## config.mk

```make
export PLATFORM = sky130hd
export DESIGN_NAME = pq_server
export DESIGN_NICKNAME = d
export VERILOG_FILES = /design/src/rtl/pq_pkg.sv /design/src/rtl/pq_server.sv
export SDC_FILE = /design/constraint.sdc
export NUM_CORES = 1
export LEC_CHECK = 0
export CAP_MARGIN = 10
export CELL_PAD_IN_SITES_DETAIL_PLACEMENT = 0
export CELL_PAD_IN_SITES_GLOBAL_PLACEMENT = 1
export CORE_UTILIZATION = 40
export CTS_BUF_LIST = sky130_fd_sc_hd__clkbuf_8
export CTS_CLUSTER_DIAMETER = 120
export CTS_CLUSTER_SIZE = 28
export DETAILED_ROUTE_END_ITERATION = 8
export PLACE_DENSITY = 0.67
export SYNTH_ARGS = -nofsm -noshare
export SYNTH_HDL_FRONTEND = slang
export SYNTH_SLANG_ARGS = --single-unit
```

## constraint.sdc

```tcl
create_clock -name clk -period 12.3 [get_ports clk]
set_input_delay 1.845 -clock clk [delete_from_list [all_inputs] [get_ports clk]]
set_output_delay 1.845 -clock clk [all_outputs]
set_load 0.01 [all_outputs]
```

## src/rtl/pq_pkg.sv

```systemverilog
// Shared types for the sorted priority-queue server: key/value entry and FSM states.
package pq_pkg;

  typedef struct packed {
    logic [3:0] key;
    logic [3:0] value;
  } kv_t;

  typedef enum logic {
    IDLE,
    INSERT
  } state_t;

endpackage

```

## src/rtl/pq_server.sv

```systemverilog
// Priority queue held as a sorted register array; insertion walks down one slot per
// cycle, dequeue shifts the whole array up in a single cycle.
import pq_pkg::*;

module pq_server #(
  parameter int DEPTH = 16
) (
  input  logic clk,
  input  logic rst,
  input  logic enq,
  input  logic deq,
  input  kv_t  kvi,
  output kv_t  kvo,
  output logic full,
  output logic empty,
  output logic busy
);

  localparam int CW = $clog2(DEPTH + 1);
  localparam int IW = $clog2(DEPTH);

  kv_t            q [DEPTH];
  kv_t            hold;
  kv_t            prev;
  logic [CW-1:0]  count;
  logic [IW-1:0]  idx;
  state_t         state, state_n;
  logic           acc_enq, acc_deq, ins_place;

  assign kvo   = q[0];
  assign full  = (count == CW'(DEPTH));
  assign empty = (count == '0);
  assign busy  = (state == INSERT);

  always_comb begin
    state_n   = state;
    acc_enq   = 1'b0;
    acc_deq   = 1'b0;
    ins_place = 1'b0;
    prev      = q[idx - 1'b1];
    case (state)
      IDLE: begin
        // A simultaneous enq+deq always resolves to the dequeue.
        if (deq && !empty) begin
          acc_deq = 1'b1;
        end else if (enq && !deq && !full) begin
          acc_enq = 1'b1;
          state_n = INSERT;
        end
      end
      INSERT: begin
        // Stop on <= so equal keys stay behind earlier arrivals.
        if (idx == '0 || prev.key <= hold.key) begin
          ins_place = 1'b1;
          state_n   = IDLE;
        end
      end
      default: state_n = IDLE;
    endcase
  end

  always_ff @(posedge clk) begin
    if (!rst) begin
      state <= IDLE;
      count <= '0;
      idx   <= '0;
      for (int i = 0; i < DEPTH; i++) q[i] <= '0;
    end else begin
      state <= state_n;
      if (acc_enq) begin
        idx <= IW'(count);
      end else if (state == INSERT && !ins_place) begin
        idx <= idx - 1'b1;
      end
      if (acc_deq) begin
        // Slots at and beyond count are already zero, so a full-width shift is exact.
        for (int i = 0; i < DEPTH - 1; i++) q[i] <= q[i+1];
        q[DEPTH-1] <= '0;
        count      <= count - 1'b1;
      end else if (state == INSERT) begin
        if (ins_place) begin
          q[idx] <= hold;
          count  <= count + 1'b1;
        end else begin
          q[idx] <= prev;
        end
      end
    end
  end

  // The held entry is only meaningful while INSERT is active, so it needs no reset.
  always_ff @(posedge clk) begin
    if (acc_enq) hold <= kvi;
  end

endmodule

```

==> flow_summary.toml <==
[detailed_routing]
dr.pass1.iters = 5
avgRoutedWirePerCell_um = 23.1
drc = 0
vias_per_cell = 5.97
drt_iter0_drc = 588
vias = 5292
wl_mm = 20.5
ant_nets = 0

[cells_and_area]
instances_no_fill = 887
drive_above_1_share = 0.105
fin_area_um2 = 8320
num-nets-final = 671
utilization = 0.457
area_growth_pct = 10.1
diodes = 0

[timing]
fin_ws_ns = 6.38
setup_tns_ns = 0
fin_skew_ns = 0.0142
hold_ws_ns = 0.508
slew_viol_final = 0
rsz0062_at_grt = "false"
setup_viol = 0
hold_viol = 0
slew_headroom = 0.270
worst_pin_slew_ns = 1.07
period_minus_slack_ns = 5.92
post-route-period-util = 0.481
fmax_ghz = 0.169

[worst_setup_path]
r2r_start = "idx[0]"
crit_start = "idx[0]"
cp-end-kind = "flip-flop"
worstPathCellList = "buf_4, inv_1, ha_1, buf_4, mux4_2, a221o_1, ha_1, nor2b_1, o21ai_0, a2111oi_4, mux2i_2, o21ai_0"
r2r-end = "q[12][5]"
path_class = "reg -> reg"
crit_cells = 12
cp_num_buf_inv = 3
reg2reg_depth = 12
crit_family = "compound AO/OA/AOI/OAI gates"
cpPeakStageDelay_ns = 0.97
critical_path.slowest_cell = "mux2i_2"
crit_arrival_ns = 6.06
critPathLaunchType = "flip-flop"
reg2reg_setup_slack_ns = 6.38
cp_data_required_time_ns = 12.45
crit_fanout = 39

[placement]
place_ws_ns = 6.44
io_buffer_count = 22
placed_cells = 856
gp_congestion = 0.817
hpwl_mm = 14.2
place_area_um2 = 7920

[floorplanning]
dieArea_um2 = 19400
die_h_um = 139
coreArea_um2 = 18200
die_w_um = 139
initial_utilization = 0.415
ioPinCount = 23
rows = 49

[clocking]
clock-sinks = 146
ctsResizeCount = 0
postCtsSetupBuffers = 0
cts_buffer_depth = 2
clock_latency_ns = 0.46
clockRootBuffer = "clkbuf_8"
path_clk_slew_ns = 0.09
numCtsBuffers = 17
cts_tree = "yes"
cts_max_level = 4
cts_hold_buffers = 0

[yosys]
synth_flop_cell = "edfxtp_1"
synth_cell_types = 47
yosysMostFrequentCell = "nand2_1"
netlist_instances = 627
ys_seq_area_frac = 0.567
synthTopCellsByArea = "edfxtp_1 54%, nand2_1 7.5%, mux4_1 5.2%"
avgSynthCellArea_um2 = 12.0
yosys-top-cells-count = "151 x nand2_1, 136 x edfxtp_1, 62 x o21ai_1"
yosysWarningCount = 0
synth_top_area_cell = "edfxtp_1"
synth_edf_count = 136
synth_nets = 652
async_flop_share = 0
netlist_area_um2 = 7550
synth_top_area_share = 0.541
synth-seq-cells = 146

[global_route]
met2_usage = 0.343
track_usage = 0.221
grt_overflow_total = 0
grt_pass1_wl_mm = 31.9
gr-usage-met3 = 0.0396
grt_pass1_vias = 5162
grt_max_degree = 81
grt_busiest_layer = "met2"
antenna_found_initial = 0
grt_use_met1 = 0.322

[power_and_ir_drop]
power_density_nw_per_um2 = 217
power.leakage_nw = 2.96
switching_share = 0.353
peakVddDrop_uv = 58.7
clock_power_share = 0.217
share_seq_of_total_power = 0.467
power_mw = 1.81
switchingPower_mw = 0.638
p_comb_frac = 0.316
p_int_mw = 1.17

[hold_path]
min_from = "count[4]"
hold_path.class = "reg -> reg"
hold_depth = 2
hold_end = "count[4]"

[run]
maxCapViolations = 0

[outcome]
status = "completed"
cells in the final DEF (no fill, tap or decap), types with 3 or more instances in the layout:
cell type and n:
a21o_1 3, a21oi_1 5, a221o_1 7, a22o_1 10, a31oi_1 6, and2_1 3, and3_1 5, buf_4 7
bufinv_16 3, clkbuf_8 17, clkdlybuf4s50_1 22, clkinv_1 4, clkinvlp_4 3, dfxtp_1 9, edfxtp_1 136, ha_1 12
inv_1 29, inv_6 3, mux2i_1 6, mux2i_2 3, mux4_1 15, mux4_2 17, nand2_1 151, nor2_1 18
nor2b_1 6, o21ai_0 52, o21ai_1 62, o21ai_2 5, o22ai_1 8, xnor2_1 4
worst register-to-register path, stage by stage, from the launching register on:
cell and delay (ns):
dfxtp_2 0.32, buf_4 0.54, inv_1 0.20, ha_1 0.65, buf_4 0.41, mux4_2 0.40, a221o_1 0.40, ha_1 0.30
nor2b_1 0.11, o21ai_0 0.21, a2111oi_4 0.80, mux2i_2 0.97, o21ai_0 0.28
state kept, by name, indices dropped and copies added (netlist names):
name / count
count: 5
busy: 1
hold: 8
q: 128
idx: 4
kinds of logic (layout without fill, tap and decap cells):
logic type                 after synthesis  count (layout)  share of synthesized area
xor gates and xnor gates                 4               4                    0.00464
DFF                                    146             146                      0.567
AOI/OAI and AO/OA                      171             171                      0.144
and+or+nand+nor                        194             194                      0.105
adders and majority gates               13              13                     0.0225
buffers and inverters                   58              89                     0.0408
muxes                                   41              41                      0.116
how the worst max path moves through the flow:
| stage | end | slack [ns] |
|---|---|---|
| 3_5_place_dp | q[14][5] | 6.44 |
| 3_3_place_gp | q[11][5] | 6.52 |
| 6_report | q[12][5] | 6.38 |
| 4_1_cts | q[12][5] | 6.36 |
| 5_1_grt | q[12][5] | 6.12 |
| 2_1_floorplan | q[8][1] | 7.51 |
layout make-up:
class	count	area, um2
Fill cell	1640	9890
Sequential cell	146	4290
Multi-Input combinational cell	423	2970
Tap cell	229	287
Timing Repair Buffer	29	273
Clock buffer	17	234
Clock inverter	14	163
Inverter	29	109
power by group through the flow:
stage	sequential, mW	combinational [mW]	clock, mW
finish	0.844	0.571	0.392
detailed placement	0.850	0.573	0
global route	0.858	0.628	0.415
CTS	0.841	0.575	0.396
floorplan	0.803	0.415	0
global placement	0.850	0.561	0
routing by layer:
metal | vias to the layer above | routed length (um)
li1 | 2394 | -
met1 | 2695 | 9530
met2 | 188 | 9510
met3 | 15 | 1260
met4 | 0 | 195
met5 | - | 0
(Power assumes the default switching activity.)
